[config.mk]
export PLATFORM = sky130hd
export DESIGN_NAME = fir_param_pipe_flat
export DESIGN_NICKNAME = d
export VERILOG_FILES = /design/src/rtl/fir_param_pipe_if.sv /design/src/rtl/fir_param_pipe.sv /design/src/flat_wrapper.sv
export SDC_FILE = /design/constraint.sdc
export NUM_CORES = 2
export LEC_CHECK = 0
export ABC_AREA = 1
export CAP_MARGIN = 40
export CORE_MARGIN = 2
export CORE_UTILIZATION = 70
export CTS_CLUSTER_DIAMETER = 50
export CTS_CLUSTER_SIZE = 12
export DETAILED_ROUTE_END_ITERATION = 16
export GPL_TIMING_DRIVEN = 0
export PLACE_DENSITY = 0.87
export RECOVER_POWER = 50
export SYNTH_ARGS = -nofsm -noshare
export SYNTH_HDL_FRONTEND = slang
export SYNTH_SLANG_ARGS = --single-unit
export TNS_END_PERCENT = 100
[constraint.sdc]
create_clock -name clk -period 29.6 [get_ports clk]
set_input_delay 2.96 -clock clk [delete_from_list [all_inputs] [get_ports clk]]
set_output_delay 2.96 -clock clk [all_outputs]
set_load 0.03 [all_outputs]
[src/rtl/fir_param_pipe_if.sv]
// Sample stream, coefficient load and result bus of the parametrised FIR.
// The master side drives samples/controls; the slave side is the filter.
interface fir_param_pipe_if #(
    parameter int unsigned DATA_W = 12,
    parameter int unsigned COEF_W = 16,
    parameter int unsigned TAPS   = 8,
    parameter int unsigned OUT_W  = 16
);
    localparam int unsigned AW = (TAPS > 1) ? $clog2(TAPS) : 1;

    logic                     in_valid;
    logic signed [DATA_W-1:0] in_data;
    logic                     flush;
    logic                     coef_we;
    logic [AW-1:0]            coef_addr;
    logic signed [COEF_W-1:0] coef_data;
    logic                     sat_clr;
    logic                     out_valid;
    logic signed [OUT_W-1:0]  out_data;
    logic                     sat_flag;

    modport master (
        output in_valid, in_data, flush, coef_we, coef_addr, coef_data, sat_clr,
        input  out_valid, out_data, sat_flag
    );

    modport slave (
        input  in_valid, in_data, flush, coef_we, coef_addr, coef_data, sat_clr,
        output out_valid, out_data, sat_flag
    );
endinterface

[src/rtl/fir_param_pipe.sv]
// Pipelined direct-form FIR: delay line -> products -> accumulator -> round/saturate.
// Three edges of latency per accepted sample, run-time coefficient writes, sticky saturation flag.
module fir_param_pipe #(
    parameter int unsigned DATA_W = 12,
    parameter int unsigned COEF_W = 16,
    parameter int unsigned TAPS   = 8,
    parameter int unsigned OUT_W  = 16,
    parameter int unsigned SHIFT  = 15
) (
    input  logic           clk,
    input  logic           rst,
    fir_param_pipe_if.slave bus
);
    localparam int unsigned PROD_W = DATA_W + COEF_W;
    localparam int unsigned ACC_W  = PROD_W + $clog2(TAPS);
    localparam int unsigned RW     = (ACC_W + 1 > OUT_W + 1) ? ACC_W + 1 : OUT_W + 1;

    localparam logic signed [RW-1:0] MAX_R    = RW'((64'sd1 <<< (OUT_W - 1)) - 64'sd1);
    localparam logic signed [RW-1:0] MIN_R    = RW'(-(64'sd1 <<< (OUT_W - 1)));
    localparam logic signed [RW-1:0] RND_HALF =
        (SHIFT == 0) ? '0 : RW'(64'sd1 <<< ((SHIFT == 0) ? 0 : SHIFT - 1));

    logic signed [DATA_W-1:0] d_q    [TAPS];
    logic signed [DATA_W-1:0] d_d    [TAPS];
    logic signed [COEF_W-1:0] coef_q [TAPS];
    logic signed [COEF_W-1:0] coef_d [TAPS];
    logic signed [PROD_W-1:0] prod_q [TAPS];
    logic signed [PROD_W-1:0] prod_d [TAPS];
    logic signed [ACC_W-1:0]  acc_q, acc_d;
    logic [2:0]               vld_q, vld_d;
    logic                     out_valid_q, out_valid_d;
    logic signed [OUT_W-1:0]  out_data_q, out_data_d;
    logic                     sat_flag_q, sat_flag_d;

    logic signed [RW-1:0]     acc_ext;
    logic signed [RW-1:0]     rnd_sum;
    logic signed [RW-1:0]     rnd_res;
    logic                     clamp_hi;
    logic                     clamp_lo;
    logic                     emit;

    // Delay line shifts only on accepted samples; flush wins over in_valid.
    always_comb begin
        d_d = d_q;
        if (bus.flush) begin
            for (int unsigned k = 0; k < TAPS; k++) d_d[k] = '0;
        end else if (bus.in_valid) begin
            d_d[0] = bus.in_data;
            for (int unsigned k = 1; k < TAPS; k++) d_d[k] = d_q[k-1];
        end
    end

    // Coefficient bank; out-of-range addresses are dropped.
    always_comb begin
        coef_d = coef_q;
        if (bus.coef_we && (32'(bus.coef_addr) < TAPS)) begin
            coef_d[bus.coef_addr] = bus.coef_data;
        end
    end

    // Products use the coefficient value held before this edge's write.
    always_comb begin
        for (int unsigned k = 0; k < TAPS; k++) begin
            prod_d[k] = PROD_W'(coef_q[k]) * PROD_W'(d_q[k]);
        end
    end

    always_comb begin
        acc_d = '0;
        for (int unsigned k = 0; k < TAPS; k++) begin
            acc_d = acc_d + ACC_W'(prod_q[k]);
        end
    end

    // Valid shadow: bit0 = sample in delay line, bit1 = products, bit2 = accumulator.
    always_comb begin
        vld_d = bus.flush ? 3'b000 : {vld_q[1:0], bus.in_valid};
    end

    // Round half toward +inf in a widened domain, then clamp to OUT_W.
    always_comb begin
        acc_ext  = RW'(acc_q);
        rnd_sum  = acc_ext + RND_HALF;
        rnd_res  = rnd_sum >>> SHIFT;
        clamp_hi = (rnd_res > MAX_R);
        clamp_lo = (rnd_res < MIN_R);
        emit     = vld_q[2] && !bus.flush;
    end

    always_comb begin
        out_valid_d = emit;
        out_data_d  = out_data_q;
        sat_flag_d  = sat_flag_q && !bus.sat_clr;
        if (emit) begin
            if (clamp_hi) begin
                out_data_d = OUT_W'(MAX_R);
            end else if (clamp_lo) begin
                out_data_d = OUT_W'(MIN_R);
            end else begin
                out_data_d = OUT_W'(rnd_res);
            end
            if (clamp_hi || clamp_lo) sat_flag_d = 1'b1;
        end
    end

    always_ff @(posedge clk or posedge rst) begin
        if (rst) begin
            d_q         <= '{default: '0};
            coef_q      <= '{default: '0};
            prod_q      <= '{default: '0};
            acc_q       <= '0;
            vld_q       <= '0;
            out_valid_q <= 1'b0;
            out_data_q  <= '0;
            sat_flag_q  <= 1'b0;
        end else begin
            d_q         <= d_d;
            coef_q      <= coef_d;
            prod_q      <= prod_d;
            acc_q       <= acc_d;
            vld_q       <= vld_d;
            out_valid_q <= out_valid_d;
            out_data_q  <= out_data_d;
            sat_flag_q  <= sat_flag_d;
        end
    end

    assign bus.out_valid = out_valid_q;
    assign bus.out_data  = out_data_q;
    assign bus.sat_flag  = sat_flag_q;
endmodule
[src/flat_wrapper.sv]
// flat-port wrapper written by rule: the top's interface ports become plain ports
module fir_param_pipe_flat 
#(
    parameter int unsigned DATA_W = 12,
    parameter int unsigned COEF_W = 16,
    parameter int unsigned TAPS   = 8,
    parameter int unsigned OUT_W  = 16,
    parameter int unsigned SHIFT  = 15
)
  (clk, rst, bus_in_valid, bus_in_data, bus_flush, bus_coef_we, bus_coef_addr, bus_coef_data, bus_sat_clr, bus_out_valid, bus_out_data, bus_sat_flag);
  fir_param_pipe_if #(.DATA_W(DATA_W), .COEF_W(COEF_W), .TAPS(TAPS), .OUT_W(OUT_W)) bus_i ();
  input  logic clk;
  input  logic rst;
  input wire logic [$bits(bus_i.in_valid)-1:0] bus_in_valid;
  input wire logic [$bits(bus_i.in_data)-1:0] bus_in_data;
  input wire logic [$bits(bus_i.flush)-1:0] bus_flush;
  input wire logic [$bits(bus_i.coef_we)-1:0] bus_coef_we;
  input wire logic [$bits(bus_i.coef_addr)-1:0] bus_coef_addr;
  input wire logic [$bits(bus_i.coef_data)-1:0] bus_coef_data;
  input wire logic [$bits(bus_i.sat_clr)-1:0] bus_sat_clr;
  output wire logic [$bits(bus_i.out_valid)-1:0] bus_out_valid;
  output wire logic [$bits(bus_i.out_data)-1:0] bus_out_data;
  output wire logic [$bits(bus_i.sat_flag)-1:0] bus_sat_flag;
  assign bus_i.in_valid = bus_in_valid;
  assign bus_i.in_data = bus_in_data;
  assign bus_i.flush = bus_flush;
  assign bus_i.coef_we = bus_coef_we;
  assign bus_i.coef_addr = bus_coef_addr;
  assign bus_i.coef_data = bus_coef_data;
  assign bus_i.sat_clr = bus_sat_clr;
  assign bus_out_valid = bus_i.out_valid;
  assign bus_out_data = bus_i.out_data;
  assign bus_sat_flag = bus_i.sat_flag;
  fir_param_pipe #(.DATA_W(DATA_W), .COEF_W(COEF_W), .TAPS(TAPS), .OUT_W(OUT_W), .SHIFT(SHIFT)) u_core (.clk(clk), .rst(rst), .bus(bus_i));
endmodule
==> impl_metrics.toml <==
[worst_hold_path]
holdPathStages = 2
hold_end = "u_core.vld_q[2]"
min-delay-start = "u_core.vld_q[1]"
hp-class = "register to register"

[job]
drv_cap = 3

[power]
p_per_area_mw_per_mm2 = 39.14
switchingPower_mw = 1.527
power_frac_clock = 0.271
ir_drop_mv = 0.05592
p_total_mw = 3.335
p_int_mw = 1.807
leakage_nw = 44.84
seqPwrFrac = 0.256
switching_share = 0.4580
power_frac_comb = 0.473

[floorplanning]
die_x_um = 341.1
initial_utilization = 0.7063
io_pins = 55
row_count = 123
die_h_um = 341.1
die_area_mm2 = 0.1164
core_area_mm2 = 0.1127

[synth]
synth.net_count = 11719
synth_seq_cells = 486
synth_flop_cell = "dfrtp_1"
synth_cell_type_count = 43
yosysWarnings = 0
synth-async-reset-ratio = 1.000
avgSynthCellArea_um2 = 8.301
syn_area_mm2 = 0.07956
synth_edf_count = 0
synthCells = 9585
ys_seq_area_frac = 0.1529

[grt]
track_usage = 0.4305
overflow = 0
grt_pass1_vias = 67846
grt_pass1_wl_um = 377600
grt_max_degree = 124
antenna_found_initial = 29

[worst_setup_path]
slowest_delay_ns = 4.55
path_cells = "dlygate4sd3_1 -> clkinvlp_2 -> clkbuf_1 -> clkbuf_1"
crit_path_start_kind = "input port"
reg2reg_slack_ns = 23.35
cp_top_family = "buffers and inverters"
ff2ff_path_depth = 18
crit_path_end_kind = "asynchronous set/reset pin"
cp_data_arrival_time_ns = 14.31
r2r_start = "u_core.d_q[7]"
cpMaxStageDelayCell = "clkbuf_1"
r2r_end = "u_core.prod_q[24]"
worstSetupPathType = "input port to asynchronous set/reset pin"
cp.required_ns = 29.33
cp_num_buf_inv = 4
path_common_cell = "clkbuf_1"
cp_max_fo = 123

[clocking]
clk_latency_ns = 0.66
clk_pin_slew_worst_paths_ns = 0.06
ctsRootBufferMaster = "clkbuf_16"
cts.repair.resized = 0
cts_hold_buf = 0
cts.sinks = 486
cts_setup_buffers = 0
numCtsBuffers = 72
cts_tree = "done"
cts_max_level = 3
cts_buffer_depth = 3

[placement]
placed_cells = 11167
place_hpwl_um = 202200
io_buffers = 54
place.gp.congestion = 1.040
place_area_mm2 = 0.08264

[timing]
fin_crit_ns = 14.59
timing.fmax_ghz = 0.06854
final-hold-violation-count = 0
maxSlewViolCount = 309
final-setup-viol-count = 0
fin_setup_tns_ns = 0
rsz0062_at_grt = "false"
worst_slew_pin_slew_ns = 6.265
skew_ns = 0.02424
fin_crit_sh = 0.4929
slew_headroom = -3.177

[routing]
drc = 0
final_antenna_net_count = 0
dr.first_iter.drc_count = 6232
detail_route.vias_per_cell = 5.665
dr.pass1.iters = 6
totalWireLength_um = 239700
num_vias = 64191
wl_per_cell_um = 21.16

[run_status]
status = "finished with violations"
violations = "capacitance limit, slew limit"

[final_layout]
fin_cells = 11331
drive_gt1_frac = 0.02858
final_nets = 11878
design_area_mm2 = 0.08521
areaGrowthSynthToFinish_pct = 7.091
fillers = 8266
## layer usage
| layer | track usage | wire (um) |
|---|---|---|
| met1 | 0.5435 | 86980 |
| met3 | 0.1121 | 25400 |
| met5 | 0 | 120 |
| met4 | 0.2954 | 20190 |
| met2 | 0.6566 | 107100 |
## kinds of logic (layout without fill, tap and decap cells)
family | after synthesis | count (layout) | share of synthesized area
buf+inv | 2897 | 3108 | 0.1368
simple gates | 3178 | 3178 | 0.1616
xor+xnor | 212 | 212 | 0.02334
fa+ha+maj | 2097 | 2097 | 0.4777
flops | 486 | 486 | 0.1529
compound gates | 715 | 715 | 0.04771
other cells | 0 | 35 | 0
## how the worst max path moves through the flow
stage | depth (start not counted) | slack (ns) | end | startpoint
global route | 4 | 12.58 | u_core.coef_q[58] | rst
detailed placement | 28 | 23.53 | u_core.acc_q[28] | u_core.prod_q[197]
floorplan | 1 | 13.08 | u_core.acc_q[14] | rst
CTS | 20 | 23.54 | u_core.prod_q[22] | u_core.d_q[6]
global placement | 2 | 7.91 | u_core.coef_q[123] | rst
finish | 4 | 15.01 | u_core.coef_q[58] | rst
## power by group through the flow
stage	Combinational [mW]	Sequential, mW	Clock [mW]
finish	1.58	0.855	0.904
global route	1.74	0.860	0.938
CTS	1.53	0.849	0.907
detailed placement	1.52	0.860	0
global placement	1.48	0.857	0
floorplan	0.997	0.841	0
## area by class of cell
type / instances / area, um^2 / share of cell area
flip-flops and latches: 486 / 12160 / 0.1427
well taps: 1500 / 1877 / 0.02203
repair buffers: 85 / 1179 / 0.01383
inverters: 2534 / 9513 / 0.1116
plain buffers: 363 / 1375 / 0.01614
diodes: 35 / 87.58 / 0.001028
clock inverters: 46 / 614.3 / 0.007210
clock buffers: 80 / 1883 / 0.02210
multi-input cells: 6202 / 56520 / 0.6633
## layout by cell type (no fill, tap or decap), types with 13 or more instances in the layout
| cell | instances |
|---|---|
| inv_1 | 2532 |
| nand2_1 | 2422 |
| fa_1 | 1568 |
| ha_1 | 529 |
| dfrtp_1 | 486 |
| clkbuf_1 | 362 |
| o21ai_0 | 318 |
| nor2_1 | 290 |
| a21oi_1 | 268 |
| nand3_1 | 209 |
| xor2_1 | 147 |
| or2_2 | 106 |
| o22ai_1 | 73 |
| clkbuf_16 | 73 |
| xnor2_1 | 65 |
| nand4_1 | 50 |
| clkdlybuf4s50_1 | 49 |
| nor3_1 | 38 |
| diode_2 | 35 |
| nand3b_1 | 22 |
| buf_16 | 18 |
| a21o_1 | 16 |
| o21bai_1 | 13 |
## state kept, by name (all words and copies together) (netlist names)
name                  flops
u_core.vld_q              3
u_core.coef_q           128
u_core.d_q               96
u_core.bus.sat_flag       1
u_core.acc_q             17
u_core.bus.out_data      16
u_core.bus.out_valid      1
u_core.prod_q           224
## cell usage after synthesis (8+ instances only)
library cell / n / area, um^2
inv_1: 2533 / 9508
o22ai_1: 73 / 456.7
o21a_1: 8 / 60.06
o21ai_0: 318 / 1592
fa_1: 1568 / 31390
xnor2_1: 65 / 569.3
nand3b_1: 22 / 165.2
or2_2: 106 / 663.1
nor2_1: 290 / 1089
xor2_1: 147 / 1287
nand3_1: 209 / 1046
clkbuf_1: 356 / 1336
ha_1: 529 / 6619
nand2_2: 10 / 62.56
dfrtp_1: 486 / 12160
nand4_1: 50 / 312.8
o21bai_1: 13 / 97.59
nor4_1: 9 / 56.30
a21o_1: 16 / 120.1
nand2_1: 2422 / 9091
nor3_1: 38 / 190.2
a21oi_1: 268 / 1341
nand2b_1: 9 / 56.30
## worst register-to-register path: stages (launching register included)
cell and delay, ns:
dfrtp_1 0.32, clkbuf_1 0.58, clkbuf_1 0.55, nand2_1 0.11, inv_1 0.13, fa_1 0.49, inv_1 0.20, fa_1 0.46
fa_1 0.53, fa_1 0.43, fa_1 0.49, inv_1 0.04, ha_1 0.34, nand2_1 0.13, nor2_1 0.22, and3_1 0.23
nand4_1 0.11, nand3_1 0.19, xor2_1 0.53
## stage by stage
stage	setup WS (ns)	util	hold WS [ns]
4_1_cts	23.54	0.7558	0.4489
6_report	15.01	0.7564	0.4549
3_3_place_gp	7.912	0.7277	0.4470
3_5_place_dp	23.53	0.7336	0.4503
5_1_grt	12.58	0.7561	0.4820
2_1_floorplan	13.08	-	0.4340
No activity file was read; power rests on OpenSTA's default activity.
